File: config.mk
export PLATFORM = sky130hd
export DESIGN_NAME = rr_port_arbiter4
export DESIGN_NICKNAME = d
export VERILOG_FILES = /design/src/rtl/arb_pkg.sv /design/src/rtl/rr_pick4.sv /design/src/rtl/rr_port_arbiter4.sv
export SDC_FILE = /design/constraint.sdc
export NUM_CORES = 1
export LEC_CHECK = 0
export CAP_MARGIN = 0
export CELL_PAD_IN_SITES_DETAIL_PLACEMENT = 0
export CELL_PAD_IN_SITES_GLOBAL_PLACEMENT = 1
export CORE_MARGIN = 3
export CORE_UTILIZATION = 40
export CTS_CLUSTER_SIZE = 30
export DETAILED_ROUTE_END_ITERATION = 16
export GPL_TIMING_DRIVEN = 0
export PLACE_DENSITY = 0.81
export RECOVER_POWER = 25
export SKIP_LAST_GASP = 1
export SLEW_MARGIN = 10
export SYNTH_ARGS = -nofsm -noshare
export SYNTH_HDL_FRONTEND = slang
export SYNTH_SLANG_ARGS = --single-unit
File: constraint.sdc
create_clock -name clk -period 4.5 [get_ports clk]
set_input_delay 0.9 -clock clk [delete_from_list [all_inputs] [get_ports clk]]
set_output_delay 0.9 -clock clk [all_outputs]
set_load 0.02 [all_outputs]
File: src/rtl/arb_pkg.sv
// Shared types and sizes for the 4-way round-robin write-port arbiter.
package arb_pkg;
   typedef enum logic {IDLE, GRANT} arb_state_t;
   localparam int REQ_N = 4;
   localparam int SEL_W = 2;
endpackage

File: src/rtl/rr_pick4.sv
// Combinational rotating-priority picker: first requester at or after ptr, wrapping mod 4.
module rr_pick4
   import arb_pkg::*;
(
   input  logic [REQ_N-1:0] req,
   input  logic [SEL_W-1:0] ptr,
   output logic             valid,
   output logic [SEL_W-1:0] idx
);
   logic [2*REQ_N-1:0] w_dbl;
   logic [REQ_N-1:0]   w_rot;
   logic [SEL_W-1:0]   w_off;

   // w_rot[k] is the request of index (ptr+k) mod 4, so bit 0 has top priority
   assign w_dbl = {req, req};
   assign w_rot = w_dbl[ptr +: REQ_N];

   always_comb begin
      w_off = '0;
      casez (w_rot)
         4'b???1: w_off = 2'd0;
         4'b??10: w_off = 2'd1;
         4'b?100: w_off = 2'd2;
         4'b1000: w_off = 2'd3;
         default: w_off = 2'd0;
      endcase
   end

   assign valid = |req;
   assign idx   = ptr + w_off;
endmodule

File: src/rtl/rr_port_arbiter4.sv
// Round-robin arbiter for one shared write port, driving a 1-to-4 demux (ena/sel) and a one-hot gnt.
// Define ARB_STATS_EN to add the per-requester saturating grant counters on grant_cnt.
module rr_port_arbiter4
   import arb_pkg::*;
#(
   parameter int MAX_HOLD = 4,
   parameter int CNT_W    = 16
)(
   input  logic                   clk,
   input  logic                   reset_n,
   input  logic [REQ_N-1:0]       req,
   input  logic [REQ_N-1:0]       done,
   output logic [REQ_N-1:0]       gnt,
   output logic                   ena,
   output logic [SEL_W-1:0]       sel
`ifdef ARB_STATS_EN
   ,output logic [REQ_N*CNT_W-1:0] grant_cnt
`endif
);
   localparam int HC_W = $clog2(MAX_HOLD) + 1;
   localparam logic [HC_W-1:0] HOLD_LAST = HC_W'(MAX_HOLD - 1);

   arb_state_t       r_state, w_state_next;
   logic [SEL_W-1:0] r_owner, w_owner_next;
   logic [SEL_W-1:0] r_ptr, w_ptr_next;
   logic [HC_W-1:0]  r_hold_cnt, w_hold_next;
   logic [REQ_N-1:0] r_gnt, w_gnt_next;
   logic             r_ena, w_ena_next;
   logic [SEL_W-1:0] r_sel, w_sel_next;

   logic [REQ_N-1:0] w_owner_oh;
   logic             w_owner_quit;
   logic             w_release;
   logic [SEL_W-1:0] w_pick_ptr;
   logic [REQ_N-1:0] w_pick_req;
   logic             w_pick_valid;
   logic [SEL_W-1:0] w_pick_idx;

   assign w_owner_oh   = REQ_N'(1) << r_owner;
   assign w_owner_quit = (|(done & w_owner_oh)) | ~(|(req & w_owner_oh));
   assign w_release    = (r_state == GRANT) && (w_owner_quit || (r_hold_cnt == HOLD_LAST));

   // After a release the departing owner becomes lowest priority; a timed-out owner still competes
   assign w_pick_ptr = (r_state == GRANT) ? r_owner + SEL_W'(1) : r_ptr;
   assign w_pick_req = ((r_state == GRANT) && w_owner_quit) ? (req & ~w_owner_oh) : req;

   rr_pick4 u_pick (
      .req   (w_pick_req),
      .ptr   (w_pick_ptr),
      .valid (w_pick_valid),
      .idx   (w_pick_idx)
   );

   always_ff @(posedge clk) begin
      if (!reset_n) begin
         r_state    <= IDLE;
         r_owner    <= '0;
         r_ptr      <= '0;
         r_hold_cnt <= '0;
         r_gnt      <= '0;
         r_ena      <= 1'b0;
         r_sel      <= '0;
      end else begin
         r_state    <= w_state_next;
         r_owner    <= w_owner_next;
         r_ptr      <= w_ptr_next;
         r_hold_cnt <= w_hold_next;
         r_gnt      <= w_gnt_next;
         r_ena      <= w_ena_next;
         r_sel      <= w_sel_next;
      end
   end

   always_comb begin
      w_state_next = r_state;
      w_owner_next = r_owner;
      w_ptr_next   = r_ptr;
      w_hold_next  = r_hold_cnt;
      case (r_state)
         IDLE: begin
            if (w_pick_valid) begin
               w_state_next = GRANT;
               w_owner_next = w_pick_idx;
               w_hold_next  = '0;
            end
         end
         GRANT: begin
            if (w_release) begin
               w_ptr_next  = w_pick_ptr;
               w_hold_next = '0;
               if (w_pick_valid) begin
                  w_owner_next = w_pick_idx;
               end else begin
                  w_state_next = IDLE;
               end
            end else begin
               w_hold_next = r_hold_cnt + HC_W'(1);
            end
         end
         default: w_state_next = IDLE;
      endcase
   end

   // Outputs are registered from the next state so gnt/ena/sel change exactly on the grant edge
   always_comb begin
      w_gnt_next = '0;
      w_ena_next = 1'b0;
      w_sel_next = '0;
      if (w_state_next == GRANT) begin
         w_gnt_next = REQ_N'(1) << w_owner_next;
         w_ena_next = 1'b1;
         w_sel_next = w_owner_next;
      end
   end

   assign gnt = r_gnt;
   assign ena = r_ena;
   assign sel = r_sel;

`ifdef ARB_STATS_EN
   logic w_start;
   assign w_start = (w_state_next == GRANT) && ((r_state == IDLE) || w_release);

   generate
      for (genvar gi = 0; gi < REQ_N; gi++) begin : g_cnt
         logic [CNT_W-1:0] r_cnt;
         always_ff @(posedge clk) begin
            if (!reset_n) begin
               r_cnt <= '0;
            end else if (w_start && (w_owner_next == SEL_W'(gi)) && (r_cnt != {CNT_W{1'b1}})) begin
               r_cnt <= r_cnt + CNT_W'(1);
            end
         end
         assign grant_cnt[gi*CNT_W +: CNT_W] = r_cnt;
      end
   endgenerate
`endif
endmodule

After elaboration in Yosys (flattened, before gate mapping). Index checks and enable logic that the tools add are counted.

Equal/unequal tests: 5. Add/subtract/negate cells: 3. Div/mod/pow operators: 0. Bitwise operators: 7. Shift operators: 3. $lt $le $gt $ge: 0. Multipliers: 0. Multiplexer cells: 13. Reductions and logical operators: 8.

Operators with widths (count): $and 4x4->4 (3); $reduce_or 4->1 (3); $shiftx 8x3->4 (1); $shl 1x2->4 const A (2); $mux 2 (3); $mux 3 (2); $pmux 2 s3 (1); $pmux 3 s2 (1); $eq 4x4->1 const B (1); $mux 4 (1); $not 4->4 (1); $pmux 2 s2 (1); $reduce_and 2->1 (2); $add 3x1->3 const B (1); $eq 3x2->1 const B (1); $eq 3x3->1 const B (1); $mux 1 (3); $add 2x1->2 const B (1); $add 2x2->2 (1); $eq 2x2->1 const B (1); $logic_and 1x1->1 (2); $ne 2x1->1 const B (1); $not 1->1 (2); $pmux 1 s2 (1); other kinds (2) (2).

Bits in read-only memories: 0. Latch bits: 0. Memories: 0. Memory bits (writable): 0. Logic and storage cells: 46. Bits in registers: 15.

Depth between registers and ports, before layout.
Depth in word-level cells: 15. Mapped depth: 13. Mapped depth without buffers: 13.

By module. Synthesis repeated with hierarchy kept, for this count alone.

Cell total of the unflattened synthesis: 110. Area total of the unflattened synthesis: 959.7 µm².

Modules (own cells, without submodules): rr_port_arbiter4 (seq. area each 280.3 µm², times used 1, cells an instance 84, area an instance 765.7 µm²); rr_pick4 (seq. area each 0.0 µm², times used 1, cells an instance 26, area an instance 193.9 µm²).

Least setup slack after synthesis. No wires, ideal clock.

Path kind: input to register. From: in req[0]. To: reg r_gnt[2] (netlist: gnt[2]). Path buffers: 0. Slack: 1733 ps. Library setup time: 117 ps. Stages: 11. Data arrival time: 2650 ps. Cells stage by stage: a22o_1 > o211a_2 > o21ai_4 > a21oi_1 > o21ai_0 > o31ai_1 > nand2_1 > o21ai_0 > ha_1 > xor2_1 > a32o_1.

Word-level cells in the longest chain between the ends: 14.

Ends and longest elaborated chain: start, declared (RTL line rr_port_arbiter4.sv:11) `input logic [REQ_N-1:0] req,`; $and 4x4->4 (RTL line rr_port_arbiter4.sv:40) `assign w_owner_quit = (|(done & w_owner_oh)) | ~(|(req & w_owner_oh));`; $reduce_or 4->1 (RTL line rr_port_arbiter4.sv:40); $not 1->1 (RTL line rr_port_arbiter4.sv:40); $or 1x1->1 (RTL line rr_port_arbiter4.sv:40); $logic_and 1x1->1 (RTL line rr_port_arbiter4.sv:45) `assign w_pick_req = ((r_state == GRANT) && w_owner_quit) ? (req & ~w_owner_oh) : req;`; $mux 4 (RTL line rr_port_arbiter4.sv:45); $shiftx 8x3->4 (RTL line rr_pick4.sv:16) `assign w_rot = w_dbl[ptr +: REQ_N];`; $eq 4x4->1, or another cell as far along (RTL line rr_pick4.sv:20) `casez (w_rot)`; $pmux 2 s3 (RTL line rr_pick4.sv:20); $add 2x2->2 (RTL line rr_pick4.sv:30) `assign idx = ptr + w_off;`; $mux 2 (RTL line rr_port_arbiter4.sv:81, rr_port_arbiter4.sv:91); $mux 2 (RTL line rr_port_arbiter4.sv:88) `if (w_release) begin`; $pmux 2 s2 (RTL line rr_port_arbiter4.sv:79) `case (r_state)`; $shl 1x2->4 (RTL line rr_port_arbiter4.sv:110) `w_gnt_next = REQ_N'(1) << w_owner_next;`; end signal, assigned (RTL line rr_port_arbiter4.sv:68) `r_gnt <= w_gnt_next;`; end, declared (RTL line rr_port_arbiter4.sv:27) `logic [REQ_N-1:0] r_gnt, w_gnt_next;`.

Parallel ways exist; a longest one is shown, timed or not. A chain may end at the register's enable or synchronous reset.

Final worst setup path.
From: in req[0]. To: reg r_gnt[0] (netlist: gnt[0]).

Same word-level chain as after synthesis.

==> results.md <==
* Outcome: completed
* R2r startpoint: r_owner[0]$_SDFF_PN0_
* Number of port buffers at 16
* Dominant synthesized flop cell: dfxtp_1
* Relative slew slack at 70.16%
* Initial core utilization at 43.69%
* Residual DRC at 0
* Fill count at 214
* Switching part of the total at 44.68%
* Crit. End Element: register
* Flops & latches, synth at 14
* Setup ws final at 1.320 ns
* Slew @ Worst Pin at 0.4477 ns
* Die H at 53.23 um
* Area of the die at 0.002833 mm2
* Largest net degree at the start of global routing at 11
* Data required time at the worst endpoint at 4.68 ns
* Critical path peak fanout at 6
* Hold bufs inserted after CTS at 0
* Storage cell area at 280.3 um2
* Post-synth top cells: dfxtp_1, nand2_1, nor2_1
* Post-CTS sizing at 0
* Place WS at 1.047 ns
* Sequential share of power at 26.5%
* Reg2Reg Setup Slack at 1.50 ns
* # diodes at 0
* Routed WL at 1975 um
* Routed Antenna Nets at 0
* Reg2reg path depth at 13
* Num rows at 16
* Synth Net Count at 118
* Internal power at 401.9 uW
* CP endpoint: gnt[0]$_SDFF_PP0_
* Iter 0 DRT Violations at 14
* Worst Skew at 0.008204 ns
* Maximum VDD drop at 347.9 uV
* WL/cell at 13.34 um
* Synth warn at 0
* Final TNS setup at 0 ns
* First-pass GRT wire length at 3415 um
* CTS clk-pin slew, worst paths at 0.09 ns
* Post-layout min period at 3.180 ns
* DP Area at 0.001086 mm2
* Num CTS Buffers at 3
* Count of final max-slew check failures at 0
* RSZ-0062 raised after global routing: no
* H-tree levels at 1
* TritonCTS clock tree: built
* Tcrit/Tclk final at 70.67%
* Placed insts at 144
* Distinct cell type count after synthesis at 34
* R2R Path End: gnt[0]$_SDFF_PP0_
* Final hold vios at 0
* Clock Power Share at 12.6%
* Met1 Resource Use GR at 19.28%
* Vias in the first global route at 783
* Synthesized area at 892.1 um2
* Sequential fraction of the synthesis area at 31.42%
* CTS root buffer: clkbuf_4
* Hold Path Class: register to register
* GP Congestion at 0.7293
* Ratio of cells with drive above 1 in the final layout at 13.22%
* Sink Count at 14
* Total global-route track usage at 16.51%
* Initial antenna violation count at 0
* DIE WIDTH at 53.23 um
* Finished Layout Cells at 148
* CP Launch Type: input pin
* Fmax at 0.3145 GHz
* Worst skew pair latency at 0.28 ns
* Setup Buffers After CTS at 0
* WS Path Type: input pin to register
* Syn Inst Count at 101
* Ys async rst share at 0%
* GR Util met3 at 2.817%
* Net count, final at 139
* EDFF count, synth at 0
* Longest Clk Path Bufs at 2
* Grt met2 use at 28.78%
* # IOs at 17
* GRT busiest layer: met2
* Yosys top cell area share at 31.42%
* Net Switching at 324.6 uW
* Via count at 791
* Core ar. at 0.002042 mm2
* Max Cap Violations at 0
* Avg Vias per Cell at 5.345
* Multi-input logic area at 589.3 um2
* LEAKAGE at 0.0004584 uW
* Hold slack at 0.5172 ns
* Area Overhead vs Synth at 25.81%
* Syn avg cell area at 8.833 um2
* Post-route cell area at 0.001122 mm2
* Pwr Density at 647.3 mW/mm2
* CP Launch Point: req[0]
* Logic pwr share at 60.9%
* Most common cell in the netlist: dfxtp_1
* Area leader, netlist: dfxtp_1
* Largest cells by area after synthesis: dfxtp_1, ha_1, o21ai_0
* Final setup viols at 0
* Dpl hpwl at 1547 um
* Pre-antenna DRT Iters at 4
* Total congestion overflow at 0
* Arr. time, crit path at 3.36 ns
## logic make-up after synthesis
kind of cell               share of synthesized area, %
AOI/OAI and AO/OA                                 32.54
xor gates and xnor gates                          2.806
adders and majority gates                         9.817
buffers and inverters                             2.523
DFF                                               31.42
muxes                                             4.628
and+or+nand+nor                                   16.27
## worst min-delay path by stage
| stage | depth (start not counted) | start | slack, ns | end |
|---|---|---|---|---|
| global route | 2 | r_hold_cnt[2]$_SDFFE_PN0P_ | 0.56 | r_hold_cnt[2]$_SDFFE_PN0P_ |
| detailed placement | 2 | r_hold_cnt[2]$_SDFFE_PN0P_ | 0.50 | r_hold_cnt[2]$_SDFFE_PN0P_ |
| CTS | 2 | r_hold_cnt[2]$_SDFFE_PN0P_ | 0.52 | r_hold_cnt[2]$_SDFFE_PN0P_ |
| finish | 2 | r_hold_cnt[2]$_SDFFE_PN0P_ | 0.52 | r_hold_cnt[2]$_SDFFE_PN0P_ |
| global placement | 2 | r_hold_cnt[2]$_SDFFE_PN0P_ | 0.49 | r_hold_cnt[2]$_SDFFE_PN0P_ |
| floorplan | 1 | r_owner[1]$_SDFF_PN0_ | 0.47 | gnt[1]$_SDFF_PP0_ |
## cell usage in the layout (no fill, tap or decap), drive strengths merged
cell type	count
nor3	1
a21oi	6
a32oi	1
and2	1
xnor2	1
nor2b	5
nand3	3
buf	1
xor2	1
a22oi	2
a32o	2
nand2b	1
o21a	2
a22o	2
o21ai	14
mux2	1
ha	7
nand2	10
o211a	1
clkbuf	4
a2bb2oi	1
dlygate4sd3	5
a21boi	1
o22ai	3
o211ai	1
nor2	9
dfxtp	14
clkdlybuf4s50	11
inv	5
mux2i	3
o31ai	1
a31oi	1
## through the flow
| stage | util (%) | total power, uW |
|---|---|---|
| detailed placement | 53.19 | 643.3 |
| finish | 54.96 | 726.5 |
| CTS | 54.96 | 736.9 |
| floorplan | - | 521.6 |
| global placement | 53.19 | 633.7 |
| global route | 54.96 | 789.6 |
## area by class of cell
class                           count  share of cell area [%]
Clock buffer                        4                   3.233
Sequential cell                    14                   24.97
Multi-Input combinational cell     81                   52.51
Tap cell                           27                   3.010
Buffer                              1                  0.3344
Inverter                            5                   1.672
Timing Repair Buffer               16                   14.27
## critical path, stage by stage
cell	delay (ns)
clkdlybuf4s50_1	0.53
a22o_1	0.18
o211ai_1	0.16
a31oi_2	0.37
a21oi_1	0.10
o21ai_0	0.18
o31ai_1	0.09
nand2_1	0.07
o21ai_0	0.11
ha_1	0.26
xnor2_2	0.19
a32o_1	0.22
## state kept, by name, summed over array words and instances (netlist names)
| signal | cells |
|---|---|
| gnt | 4 |
| r_hold_cnt | 3 |
| r_owner | 2 |
| r_ptr | 2 |
| r_state | 1 |
| sel | 2 |
## per-layer routing
metal / part of all wire [%] / routed length, um
met1: 45 / 889
met2: 50 / 990
met3: 2.9 / 58
met4: 1.9 / 37
met5: 0 / 0
## power by group through the flow
stage / Sequential [uW] / Clock, uW / Combinational (uW)
2_1_floorplan: 220 / 0 / 301
3_3_place_gp: 195 / 0 / 438
3_5_place_dp: 197 / 0 / 447
4_1_cts: 194 / 92.8 / 450
5_1_grt: 200 / 101 / 489
6_report: 193 / 91.4 / 442
No activity file was read; power rests on OpenSTA's default activity.
